===== config.mk =====
export PLATFORM = sky130hd
export DESIGN_NAME = button_conditioner_flat
export DESIGN_NICKNAME = d
export VERILOG_FILES = /design/src/rtl/ui_pkg.sv /design/src/rtl/button_conditioner_if.sv /design/src/rtl/button_conditioner_debounce_ch.sv /design/src/rtl/button_conditioner.sv /design/src/flat_wrapper.sv
export SDC_FILE = /design/constraint.sdc
export NUM_CORES = 1
export LEC_CHECK = 0
export ABC_AREA = 1
export CAP_MARGIN = 15
export CORE_MARGIN = 2
export CORE_UTILIZATION = 50
export CTS_CLUSTER_DIAMETER = 120
export CTS_CLUSTER_SIZE = 28
export DETAILED_ROUTE_END_ITERATION = 12
export PLACE_DENSITY = 0.77
export SLEW_MARGIN = 20
export SYNTH_ARGS = -nofsm -noshare
export SYNTH_HDL_FRONTEND = slang
export SYNTH_HIERARCHICAL = 1
export SYNTH_SLANG_ARGS = --single-unit

===== constraint.sdc =====
create_clock -name clk -period 1.7 [get_ports clk]
set_input_delay 0.51 -clock clk [delete_from_list [all_inputs] [get_ports clk]]
set_output_delay 0.51 -clock clk [all_outputs]
set_load 0.02 [all_outputs]

===== src/rtl/ui_pkg.sv =====
// Shared user-interface definitions: button index map, repeat-FSM states and
// small elaboration-time helpers used by the button front end.
package ui_pkg;

    localparam int BTN_ENTER = 0;
    localparam int BTN_UP    = 1;
    localparam int BTN_DOWN  = 2;
    localparam int BTN_LEFT  = 3;
    localparam int BTN_RIGHT = 4;
    localparam int BTN_COUNT = 5;
    localparam int SW_COUNT  = 8;

    typedef enum logic [1:0] {
        RPT_IDLE   = 2'd0,
        RPT_DELAY  = 2'd1,
        RPT_REPEAT = 2'd2
    } rpt_state_e;

    function automatic int max_int(input int a, input int b);
        return (a > b) ? a : b;
    endfunction

    // Counter width for a terminal count of n; never narrower than one bit.
    function automatic int cnt_w(input int n);
        return (n <= 2) ? 1 : $clog2(n);
    endfunction

endpackage


===== src/rtl/button_conditioner_if.sv =====
// Raw pin inputs and conditioned outputs of the button/switch front end.
interface button_conditioner_if
    import ui_pkg::*;
#(
    parameter int NUM_BTN = BTN_COUNT,
    parameter int NUM_SW  = SW_COUNT
);
    logic [NUM_BTN-1:0] btn_raw;
    logic [NUM_SW-1:0]  sw_raw;
    logic [NUM_BTN-1:0] btn_level;
    logic [NUM_BTN-1:0] btn_pulse;
    logic [NUM_SW-1:0]  sw_sync;
    logic               any_pulse;

    modport master (
        output btn_raw, sw_raw,
        input  btn_level, btn_pulse, sw_sync, any_pulse
    );

    modport slave (
        input  btn_raw, sw_raw,
        output btn_level, btn_pulse, sw_sync, any_pulse
    );
endinterface


===== src/rtl/button_conditioner_debounce_ch.sv =====
// One button channel: 2-flop synchroniser, stable-count debounce and the
// press/auto-repeat event FSM.
module debounce_ch
    import ui_pkg::*;
#(
    parameter int ACTIVE_LOW      = 1,
    parameter int DEBOUNCE_CYCLES = 650000,
    parameter int REPEAT_DELAY    = 13500000,
    parameter int REPEAT_PERIOD   = 2700000,
    parameter bit REPEAT_EN       = 1'b0
) (
    input  logic clk,
    input  logic reset,
    input  logic raw,
    output logic level,
    output logic raw_ev
);
    localparam logic RELEASED_VAL = (ACTIVE_LOW != 0);
    localparam int   CW = cnt_w(DEBOUNCE_CYCLES);
    localparam int   RW = cnt_w(max_int(REPEAT_DELAY, REPEAT_PERIOD));
    localparam logic [CW-1:0] CNT_LAST    = CW'(DEBOUNCE_CYCLES - 1);
    localparam logic [RW-1:0] DELAY_LAST  = RW'(REPEAT_DELAY - 1);
    localparam logic [RW-1:0] PERIOD_LAST = RW'(REPEAT_PERIOD - 1);

    logic [1:0]    sync_q;
    logic          pressed;
    logic [CW-1:0] cnt_q;
    logic          level_q;
    logic          toggle;
    logic          rise;
    rpt_state_e    state_q, state_d;
    logic [RW-1:0] rcnt_q, rcnt_d;

    // Sync flops reset to the released pin value so a held button re-debounces.
    always_ff @(posedge clk) begin
        if (reset) sync_q <= {2{RELEASED_VAL}};
        else       sync_q <= {sync_q[0], raw};
    end

    assign pressed = (ACTIVE_LOW != 0) ? ~sync_q[1] : sync_q[1];
    assign toggle  = (pressed != level_q) && (cnt_q == CNT_LAST);
    assign rise    = toggle && !level_q;

    always_ff @(posedge clk) begin
        if (reset) begin
            cnt_q   <= '0;
            level_q <= 1'b0;
        end else begin
            if (pressed == level_q || toggle) cnt_q <= '0;
            else                              cnt_q <= cnt_q + 1'b1;
            if (toggle) level_q <= ~level_q;
        end
    end

    always_ff @(posedge clk) begin
        if (reset) begin
            state_q <= RPT_IDLE;
            rcnt_q  <= '0;
        end else begin
            state_q <= state_d;
            rcnt_q  <= rcnt_d;
        end
    end

    always_comb begin
        state_d = state_q;
        rcnt_d  = rcnt_q;
        if (rise) begin
            state_d = RPT_DELAY;
            rcnt_d  = '0;
        end else if (!level_q) begin
            state_d = RPT_IDLE;
            rcnt_d  = '0;
        end else begin
            case (state_q)
                RPT_DELAY: begin
                    if (rcnt_q == DELAY_LAST) begin
                        rcnt_d = '0;
                        if (REPEAT_EN) state_d = RPT_REPEAT;
                    end else begin
                        rcnt_d = rcnt_q + 1'b1;
                    end
                end
                RPT_REPEAT: begin
                    if (rcnt_q == PERIOD_LAST) rcnt_d = '0;
                    else                       rcnt_d = rcnt_q + 1'b1;
                end
                default: rcnt_d = '0;
            endcase
        end
    end

    // The press event is taken from the toggle decision, so the registered
    // pulse downstream lines up with the level register.
    always_comb begin
        raw_ev = 1'b0;
        if (rise) begin
            raw_ev = 1'b1;
        end else if (level_q) begin
            case (state_q)
                RPT_DELAY:  raw_ev = REPEAT_EN && (rcnt_q == DELAY_LAST);
                RPT_REPEAT: raw_ev = (rcnt_q == PERIOD_LAST);
                default:    raw_ev = 1'b0;
            endcase
        end
    end

    assign level = level_q;

endmodule


===== src/rtl/button_conditioner.sv =====
// Button/switch front end: per-button debounce channels, switch synchronisers
// and a one-hot priority filter so downstream sees one event per cycle.
module button_conditioner
    import ui_pkg::*;
#(
    parameter int NUM_BTN         = BTN_COUNT,
    parameter int NUM_SW          = SW_COUNT,
    parameter int ACTIVE_LOW      = 1,
    parameter int DEBOUNCE_CYCLES = 650000,
    parameter int REPEAT_DELAY    = 13500000,
    parameter int REPEAT_PERIOD   = 2700000,
    parameter logic [NUM_BTN-1:0] REPEAT_MASK = NUM_BTN'(5'b00110)
) (
    input  logic                 clk,
    input  logic                 reset,
    button_conditioner_if.slave  bus
);
    logic [NUM_BTN-1:0] level;
    logic [NUM_BTN-1:0] raw_ev;
    logic [NUM_BTN-1:0] pulse_q;
    logic               any_q;
    logic [NUM_SW-1:0]  sw_meta_q;
    logic [NUM_SW-1:0]  sw_q;

    for (genvar i = 0; i < NUM_BTN; i++) begin : g_ch
        debounce_ch #(
            .ACTIVE_LOW      (ACTIVE_LOW),
            .DEBOUNCE_CYCLES (DEBOUNCE_CYCLES),
            .REPEAT_DELAY    (REPEAT_DELAY),
            .REPEAT_PERIOD   (REPEAT_PERIOD),
            .REPEAT_EN       (REPEAT_MASK[i])
        ) u_ch (
            .clk    (clk),
            .reset  (reset),
            .raw    (bus.btn_raw[i]),
            .level  (level[i]),
            .raw_ev (raw_ev[i])
        );
    end

    // Lowest set bit wins; simultaneous events on other buttons are dropped.
    always_ff @(posedge clk) begin
        if (reset) begin
            pulse_q <= '0;
            any_q   <= 1'b0;
        end else begin
            pulse_q <= raw_ev & (~raw_ev + NUM_BTN'(1));
            any_q   <= |raw_ev;
        end
    end

    always_ff @(posedge clk) begin
        if (reset) begin
            sw_meta_q <= '0;
            sw_q      <= '0;
        end else begin
            sw_meta_q <= bus.sw_raw;
            sw_q      <= sw_meta_q;
        end
    end

    assign bus.btn_level = level;
    assign bus.btn_pulse = pulse_q;
    assign bus.any_pulse = any_q;
    assign bus.sw_sync   = sw_q;

endmodule


===== src/flat_wrapper.sv =====
// flat-port wrapper written by rule: the top's interface ports become plain ports
module button_conditioner_flat import ui_pkg::*;
#(
    parameter int NUM_BTN         = BTN_COUNT,
    parameter int NUM_SW          = SW_COUNT,
    parameter int ACTIVE_LOW      = 1,
    parameter int DEBOUNCE_CYCLES = 650000,
    parameter int REPEAT_DELAY    = 13500000,
    parameter int REPEAT_PERIOD   = 2700000,
    parameter logic [NUM_BTN-1:0] REPEAT_MASK = NUM_BTN'(5'b00110)
)
  (clk, reset, bus_btn_raw, bus_sw_raw, bus_btn_level, bus_btn_pulse, bus_sw_sync, bus_any_pulse);
  button_conditioner_if #(.NUM_BTN(NUM_BTN), .NUM_SW(NUM_SW)) bus_i ();
  input  logic clk;
  input  logic reset;
  input wire logic [$bits(bus_i.btn_raw)-1:0] bus_btn_raw;
  input wire logic [$bits(bus_i.sw_raw)-1:0] bus_sw_raw;
  output wire logic [$bits(bus_i.btn_level)-1:0] bus_btn_level;
  output wire logic [$bits(bus_i.btn_pulse)-1:0] bus_btn_pulse;
  output wire logic [$bits(bus_i.sw_sync)-1:0] bus_sw_sync;
  output wire logic [$bits(bus_i.any_pulse)-1:0] bus_any_pulse;
  assign bus_i.btn_raw = bus_btn_raw;
  assign bus_i.sw_raw = bus_sw_raw;
  assign bus_btn_level = bus_i.btn_level;
  assign bus_btn_pulse = bus_i.btn_pulse;
  assign bus_sw_sync = bus_i.sw_sync;
  assign bus_any_pulse = bus_i.any_pulse;
  button_conditioner #(.NUM_BTN(NUM_BTN), .NUM_SW(NUM_SW), .ACTIVE_LOW(ACTIVE_LOW), .DEBOUNCE_CYCLES(DEBOUNCE_CYCLES), .REPEAT_DELAY(REPEAT_DELAY), .REPEAT_PERIOD(REPEAT_PERIOD), .REPEAT_MASK(REPEAT_MASK)) u_core (.clk(clk), .reset(reset), .bus(bus_i));
endmodule

Word-level counts from Yosys, hierarchy flattened. Index checks and enable logic that the tools add are counted. Widths: inputs -> output; s select.

Input port bits: 15. Register bits: 189.

Bitwise operators: 12. Add/subtract/negate cells: 8. Reductions and logical operators: 32. Equal/unequal tests: 27. Multiplexer cells: 23.

Operators with widths (number): $add 20x1->20 const B (5); $eq 20x20->1 const B (5); $mux 24 (4); $pmux 24 s2 (2); $add 24x1->24 const B (2); $eq 24x22->1 const B (2); $eq 24x24->1 const B (2); $mux 1 (15); $ne 3x1->1 const B (4); $logic_and 1x1->1 (10); $not 1->1 (10); $reduce_or 2->1 (5); $reduce_and 2->1 (4); $reduce_or 3->1 (2); $add 5x1->5 const B (1); $and 5x5->5 (1); $eq 1x1->1 (5); $logic_not 1->1 (5); $logic_or 1x1->1 (5); $ne 1x1->1 (5); $not 5->5 (1); $reduce_or 5->1 (1); $eq 2x1->1 const B (2); $eq 2x2->1 const B (2); $pmux 1 s2 (2).

Logic depth before layout (Yosys ltp). Gate-level depths: netlist of the first run.

Depth after elaboration: 8. Depth in mapped cells: 13.

Modules after synthesis. The synthesis of the first run kept the hierarchy.

By module, submodules not included: debounce_ch (u_core.g_ch[1].u_ch ...) (sequential area each 980.9 µm², cells each 374, times used 2, area an instance 2565.0 µm²); debounce_ch (u_core.g_ch[0].u_ch ...) (sequential area each 460.4 µm², cells each 172, times used 2, area an instance 1157.4 µm²); debounce_ch (u_core.g_ch[4].u_ch) (sequential area each 460.4 µm², cells each 167, times used 1, area an instance 1157.4 µm²); button_conditioner (sequential area each 440.4 µm², cells each 73, times used 1, area an instance 663.1 µm²).

Worst setup path after synthesis of the first run. OpenSTA, ideal clock, no wires.

Kind: register to register. From: reg u_core.g_ch[1].u_ch.rcnt_q[0]. To: reg u_core.pulse_q[3] (netlist: u_core/bus.btn_pulse[3]). Path slack: 0.242 ns. Path buffers: 0. Stages on the path, launching flop included: 11. Setup time: 0.112 ns. Data required time: 1.588 ns. Data arrival time: 1.346 ns. Clock period less this slack: 1.458 ns. Cell sequence: dfxtp_1 > ha_1 > nand3_2 > nor2_4 > nand3_1 > nand2_1 > nand2_1 > nand2_1 > nor2_1 > inv_1 > nor2_2.

Longest elaborated chain between the ends: 7.

RTL lines: start: declaration (RTL line button_conditioner_debounce_ch.sv:32) `logic [RW-1:0] rcnt_q, rcnt_d;`; start signal: assignment (RTL line button_conditioner_debounce_ch.sv:61) `rcnt_q <= rcnt_d;`; $eq 24x22->1 or $eq 24x24->1 (tied branches) (RTL line button_conditioner_debounce_ch.sv:102, button_conditioner_debounce_ch.sv:101); $pmux 1 s2 * (RTL line button_conditioner_debounce_ch.sv:100) `case (state_q)`; $mux 1 * (RTL line button_conditioner_debounce_ch.sv:99) `end else if (level_q) begin`; $mux 1 * (RTL line button_conditioner_debounce_ch.sv:97) `if (rise) begin`; via u_core.raw_ev[1] (RTL line button_conditioner.sv:19) `logic [NUM_BTN-1:0] raw_ev;`; $not 5->5 * (RTL line button_conditioner.sv:47) `pulse_q <= raw_ev & (~raw_ev + NUM_BTN'(1));`; $add 5x1->5 * (RTL line button_conditioner.sv:47); $and 5x5->5 * (RTL line button_conditioner.sv:47); end signal: assignment (RTL line button_conditioner.sv:47); end: declaration (RTL line button_conditioner.sv:20) `logic [NUM_BTN-1:0] pulse_q;`.

The timed path passes the listed nets; every way through them passes the cells marked *. A chain may end at the register's enable or synchronous reset.

Worst setup path in the final report of the first run.
From: reg u_core.g_ch[2].u_ch.level_q. To: out bus_btn_level[2].

RTL lines: start: declaration (RTL line button_conditioner_debounce_ch.sv:28) `logic level_q;`; start signal: assignment (RTL line button_conditioner_debounce_ch.sv:51) `if (toggle) level_q <= ~level_q;`; end: declaration (RTL line flat_wrapper.sv:18) `output wire logic [$bits(bus_i.btn_level)-1:0] bus_btn_level;`.

No word-level cell between the ends.

==> run_results.csv, run 1 <==
group,metric,value,unit
setup_path,cp.depth,1,
yosys,ys_seq_area_frac,0.408,
setup_path,worstPathCellList,"clkdlybuf4s15_1",
run,cap_violations,0,
global_routing,antenna_found_initial,0,
yosys,netlist_instances,1332,
setup_path,critical_path.top_delay_family,"flip-flops",
cts,clockBufferDepth,2,
status,status,"finished clean",
setup_path,endpoint,"bus_btn_level[2]",
yosys,syn_area,9270,um^2
die,coreArea,18100,um^2
cells_and_area,syn_to_final_growth,14.9,%
route,ant_nets,0,
cts,cts_root_buffer,"clkbuf_16",
setup_path,r2r_start,"u_core/g_ch[0].u_ch/cnt_q[0]",
global_routing,track_usage,0.199,
route,wl_met2,8850,um
route,met3_length,873,um
yosys,ys_async_sr_fraction,0,
die,ioPinCount,34,
die,fp.dieW,140,um
cts,htreeDepth,4,
global_routing,gr-total-overflow,0,
yosys,synth_area_leaders,"dfxtp_1 41%, nor2_1 12%, nand2_1 12%, inv_1 6.3%, xor2_1 4.5%",
timing,hold_viol,0,
die,num_rows,49,
worst_hold_path,hold_class,"register to register",
power_and_ir_drop,p_leak,0.00383,uW
yosys,synth_top_area_frac,0.408,
yosys,yosysMostFrequentCell,"nor2_1",
setup_path,critical_path.max_fanout,2,
yosys,syn_nets,1358,
yosys,yosys.area.top_type,"dfxtp_1",
cells_and_area,stdcell_count,1644,
placement,gp_congestion,0.910,
setup_path,worstSetupPathType,"register to output port",
timing,fmax,608,MHz
timing,worst_slew_pin_slew,0.429,ns
power_and_ir_drop,power_frac_comb,0.016,
yosys,ys_ff_latch,189,
cts,cts-buffers-inserted,17,
setup_path,cp_slowest_cell,"dfxtp_1",
setup_path,worst_setup_path_end_kind,"output port",
global_routing,grt_pass1_vias,7519,
timing,min_period,1.64,ns
setup_path,start_kind,"register",
placement,dp.cells,1610,
cts,cts.sinks,189,
yosys,yosys_warnings,6,
die,die-area,19600,um^2
timing,timing.setup.tns,0,ns
setup_path,crit_path_start,"u_core/g_ch[2].u_ch/level",
timing,relSlewSlack,0.714,
setup_path,r2r_slack,0.13,ns
yosys,ys.flop_type,"dfxtp_1",
timing,post-route-period-util,0.968,
power_and_ir_drop,p_int,7040,uW
die,start_util,0.512,
yosys,syn-mean-instance-area,6.96,um^2
setup_path,crit_arrival,1.13,ns
timing,drv_slew,0,
cts,clkTransAtPathRegs,0.07,ns
cells_and_area,antenna-diode-count,0,
power_and_ir_drop,peakVddDrop,0.797,mV
timing,final.setup_skew,0.00741,ns
route,wl_met1,8870,um
power_and_ir_drop,pwr-share-clk,0.478,
timing,rsz0062_at_grt,"yes",
power_and_ir_drop,p_sw,1800,uW
route,num_vias,8128,
setup_path,worst_path_largest_cell_delay,0.39,ns
global_routing,grt_max_degree,25,
power_and_ir_drop,power,8840,uW
setup_path,crit_buf_inv,1,
yosys,synthTopCellsByCount,"304 x nor2_1, 297 x nand2_1, 189 x dfxtp_1",
route,drtPass1Iterations,5,
setup_path,r2r-end,"u_core/bus.btn_pulse[1]",
yosys,yosysUniqueCellTypes,33,
setup_path,r2r_cells,10,
placement,portBuffers,33,
cells_and_area,drive_above_1_share,0.120,
cells_and_area,nets,1429,
global_routing,grt_pass1_wl,32900,um
route,dr.max_layer_used,"met4",
timing,finalSetupViolCount,0,
route,wire_per_inst,11.5,um
power_and_ir_drop,p_per_area,830,nW/um^2
cts,cts_tree,"built",
power_and_ir_drop,p_sw_frac,0.204,
die,die_h,140,um
cts,clk_latency,0.43,ns
placement,dp_hpwl,13300,um
power_and_ir_drop,seqPwrFrac,0.506,
route,wl,18900,um
setup_path,cp.required,1.19,ns
route,drcViolationCount,0,
route,viasPerCell,4.94,
route,first_iter_violations,557,
yosys,synth-edff-count,0,
[logic make-up after synthesis]
kind of cell | synth area share
AO/OA/AOI/OAI | 0.0389
XOR/XNOR | 0.0690
adder cells (fa/ha/maj) | 0.0149
buffers and inverters | 0.0818
flip-flops | 0.408
AND/OR/NAND/NOR | 0.387
[power groups by stage]
stage          Combinational [uW]  Sequential, uW  Clock, uW
5_1_grt                       160            4470       4520
4_1_cts                       145            4470       4330
3_3_place_gp                  147            4570          0
2_1_floorplan                73.5            4580          0
3_5_place_dp                  149            4570          0
6_report                      144            4470       4230
[registers in the layout, summed over array words and instances (netlist names)]
| name | flops |
|---|---|
| u_core/g_ch.u_ch/cnt_q | 100 |
| u_core/g_ch.u_ch/rcnt_q | 48 |
| u_core/g_ch.u_ch/sync_q | 10 |
| u_core/bus.sw_sync | 8 |
| u_core/sw_meta_q | 8 |
| u_core/bus.btn_pulse | 5 |
| u_core/g_ch.u_ch/level | 5 |
| u_core/g_ch.u_ch/state_q | 4 |
| u_core/bus.any_pulse | 1 |
[routing by layer]
| metal | global-route usage | up-vias |
|---|---|---|
| met5 | 0 | - |
| met4 | 0.0601 | 0 |
| met3 | 0.0455 | 28 |
| met2 | 0.338 | 165 |
| met1 | 0.253 | 3672 |
| li1 | - | 4263 |
[cells in the final DEF (no fill, tap or decap), types with 4 or more instances in the layout]
cell type	count
nor2_1	303
bufinv_16	4
nor2_2	24
nand3_2	4
nand3b_1	6
or2_2	18
nand4_1	30
dfxtp_1	183
inv_2	12
nor3_1	9
clkdlybuf4s50_1	13
xnor2_1	25
buf_4	30
nand2_1	293
inv_1	155
clkbuf_16	17
dlygate4sd2_1	14
nor3b_1	4
nand2_2	16
a21oi_1	44
o21ai_0	15
ha_1	9
dfxtp_2	6
nand2_4	6
nand3_1	77
nor2_4	10
xor2_1	48
[through the flow]
step	setup slack [ns]	instance area (um^2)	hold slack, ns	utilization
after floorplan	0.242	9270	0.388	-
after global placement	0.133	9960	0.389	0.551
after detailed placement	0.0846	9960	0.393	0.551
after CTS	0.00241	10600	0.407	0.585
after global routing	-0.0303	10700	0.420	0.589
final	0.0551	10700	0.405	0.589
[repair_timing]
item                       CTS  global route
hold buffers                 0             0
pin swaps                    0             6
setup endpoints to repair   19            39
gates resized for setup     23            23
setup buffers                0             3
[area by class of cell]
type | count | area, um^2
Clock buffer | 19 | 443
Clock inverter | 12 | 186
Fill cell | 1604 | 7440
Timing Repair Buffer | 63 | 529
Sequential cell | 189 | 3790
Tap cell | 229 | 287
Multi-Input combinational cell | 962 | 4770
Inverter | 170 | 641
[worst min path at each step]
stage	slack, ns	startpoint	to	depth (start not counted)
final	0.41	u_core/sw_meta_q[0]	u_core/bus.sw_sync[0]	2
after global routing	0.42	u_core/g_ch[0].u_ch/sync_q[0]	u_core/g_ch[0].u_ch/sync_q[1]	1
after CTS	0.41	u_core/sw_meta_q[1]	u_core/bus.sw_sync[1]	2
after detailed placement	0.39	u_core/g_ch[0].u_ch/sync_q[0]	u_core/g_ch[0].u_ch/sync_q[1]	1
after global placement	0.39	u_core/sw_meta_q[4]	u_core/bus.sw_sync[4]	2
after floorplan	0.39	u_core/sw_meta_q[0]	u_core/bus.sw_sync[0]	2
Power figures use the tool's default switching activity.
==> run 2, diff against run 1 <==
--- a/config.mk
+++ b/config.mk
@@ -10,7 +10,7 @@
 export CORE_MARGIN = 2
 export CORE_UTILIZATION = 50
 export CTS_CLUSTER_DIAMETER = 120
-export CTS_CLUSTER_SIZE = 28
+export CTS_CLUSTER_SIZE = 25
 export DETAILED_ROUTE_END_ITERATION = 12
 export PLACE_DENSITY = 0.77
 export SLEW_MARGIN = 20
==> results of run 2 <==
Same layout as run 1: the final DEF is identical, and so are final timing and power.
==> run 3, diff against run 2 <==
--- a/config.mk
+++ b/config.mk
@@ -7,6 +7,7 @@
 export LEC_CHECK = 0
 export ABC_AREA = 1
 export CAP_MARGIN = 15
+export CORE_ASPECT_RATIO = 1.75
 export CORE_MARGIN = 2
 export CORE_UTILIZATION = 50
 export CTS_CLUSTER_DIAMETER = 120
==> constraint.sdc (replaced) <==
create_clock -name clk -period 2 [get_ports clk]
set_input_delay 0.6 -clock clk [delete_from_list [all_inputs] [get_ports clk]]
set_output_delay 0.6 -clock clk [all_outputs]
set_load 0.02 [all_outputs]
==> run_results.csv, run 3 (synthesis gave the netlist of run 1 again) <==
group,metric,value,unit
die,fp.dieW,107,um
placement,dp_slack,0.306,ns
cells_and_area,seqCellArea,3780,um^2
timing,fmax,509,MHz
setup_path,crit_arrival,1.36,ns
timing,hold_viol,0,
setup_path,cp.required,1.40,ns
cells_and_area,nets,1404,
worst_hold_path,hold_class,"register to register",
setup_path,start_kind,"register",
power_and_ir_drop,p_per_area,703,nW/um^2
die,die_h,184,um
die,start_util,0.511,
timing,post-route-period-util,0.982,
route,num_vias,8026,
cells_and_area,largest_register,"u_core/g_ch.u_ch/cnt_q",
cells_and_area,final_common_cell,"nor2_1",
timing,min_period,1.96,ns
setup_path,worst_path_largest_cell_delay,0.61,ns
power_and_ir_drop,peakVddDrop,0.576,mV
global_routing,antenna_found_initial,0,
timing,finalSetupViolCount,0,
setup_path,worst_setup_path_end_kind,"output port",
die,die-area,19700,um^2
global_routing,grt_pass1_wl,33700,um
global_routing,grt_pass1_vias,7895,
setup_path,crit_buf_inv,1,
timing,final.setup_skew,0.00613,ns
placement,portBuffers,33,
setup_path,worstSetupPathType,"register to output port",
cells_and_area,stdcell_count,1624,
power_and_ir_drop,power,7310,uW
route,wl,19300,um
cells_and_area,largest_reg_flops,100,
timing,worst_slack,0.0361,ns
cts,cts_root_buffer,"clkbuf_16",
cells_and_area,syn_to_final_growth,12.2,%
route,drtPass1Iterations,5,
setup_path,cp_slowest_cell,"clkdlybuf4s50_1",
cells_and_area,drive_above_1_share,0.0921,
placement,gp_congestion,0.877,
cts,cts.sinks,189,
cts,cts_tree,"built",
status,status,"finished clean",
timing,relSlewSlack,0.733,
cts,clkTransAtPathRegs,0.07,ns
cells_and_area,final_cell_mix,"304 x nor2_1, 297 x nand2_1, 189 x dfxtp_1",
cells_and_area,multi_input_area,4720,um^2
cts,post_cts_buffers,0,
cells_and_area,fill_cells,1689,
run,cap_violations,0,
route,viasPerCell,4.94,
cells_and_area,antenna-diode-count,0,
cts,cts-buffers-inserted,17,
global_routing,grt_max_degree,25,
setup_path,critical_path.max_fanout,1,
cts,htreeDepth,4,
die,ioPinCount,34,
timing,rsz0062_at_grt,"no",
timing,timing.setup.tns,0,ns
cts,clk_latency,0.43,ns
route,first_iter_violations,310,
power_and_ir_drop,p_leak,0.00367,uW
route,wire_per_inst,11.9,um
die,num_rows,65,
placement,dp_hpwl,14500,um
global_routing,track_usage,0.211,
cts,clockBufferDepth,2,
global_routing,gr-total-overflow,0,
setup_path,critical_path.top_delay_family,"buffers and inverters",
route,ant_nets,0,
setup_path,worstPathCellList,"clkdlybuf4s50_1",
cells_and_area,top_regs,"u_core/g_ch.u_ch/cnt_q x100, u_core/g_ch.u_ch/rcnt_q x48, u_core/g_ch.u_ch/sync_q x10",
placement,dp.cells,1593,
die,coreArea,18100,um^2
timing,drv_slew,0,
route,drcViolationCount,0,
timing,worst_slew_pin_slew,0.397,ns
## run 3: cell count changes in the layout (fill, tap and decap cells not counted), moves of 3 or more
cell	change
dfxtp_1	+6
nand2_1	+4
clkdlybuf4s50_1	+9
dlymetal6s2s_1	+3
clkdlybuf4s15_1	-3
nand2_2	-3
dlygate4sd2_1	-7
buf_4	-25
dfxtp_2	-6
## run 3: worst paths after layout
check	depth (start not counted)	end	slack (ns)	start
min reg2reg	2	u_core/bus.sw_sync[3]	0.40	u_core/sw_meta_q[3]
max	1	bus_any_pulse	0.04	u_core/bus.any_pulse
max reg2reg	11	u_core/bus.any_pulse	0.30	u_core/g_ch[1].u_ch/rcnt_q[0]
min	2	u_core/bus.sw_sync[3]	0.40	u_core/sw_meta_q[3]
## run 3: report_power, final
group | total, uW | switching [uW] | internal (uW)
Sequential | 3800 | 11.8 | 3790
Clock | 3380 | 1470 | 1910
Combinational | 128 | 68.2 | 59.5
Total | 7310 | 1550 | 5760
## run 3: cell type report
class,instances,share of cell area
timing repair buffer,38,0.0348
inverter,170,0.0616
tap,234,0.0282
sequential,189,0.364
clock buffer,19,0.0436
multi-input combinational,962,0.454
clock inverter,12,0.0134
## run 3: through the flow
step / util / cell area (um^2) / hold slack (ns)
finish: 0.573 / 10400 / 0.400
global route: 0.573 / 10400 / 0.423
CTS: 0.573 / 10400 / 0.402
detailed placement: 0.541 / 9800 / 0.392
global placement: 0.541 / 9800 / 0.391
floorplan: - / 9270 / 0.388
## run 3: timing repair
action	CTS	global route
cloned	0	0
hold buffers	0	0
endpoints found under the setup margin	7	3
endpoints found under the hold margin	0	0
resized for setup	7	3
## run 3: worst min-delay path, delay by kind of cell, from the launching register on
family / cells / cell delay, ns
flip-flops: 1 / 0.30
buffers and inverters: 1 / 0.04
AND/OR/NAND/NOR: 1 / 0.03
## run 3: metal layers
metal	global-route usage	up-vias	wire length, um
li1	-	4214	-
met3	0.0432	59	506
met4	0.118	0	892
met5	0	-	0
met2	0.395	123	10000
met1	0.213	3630	7890
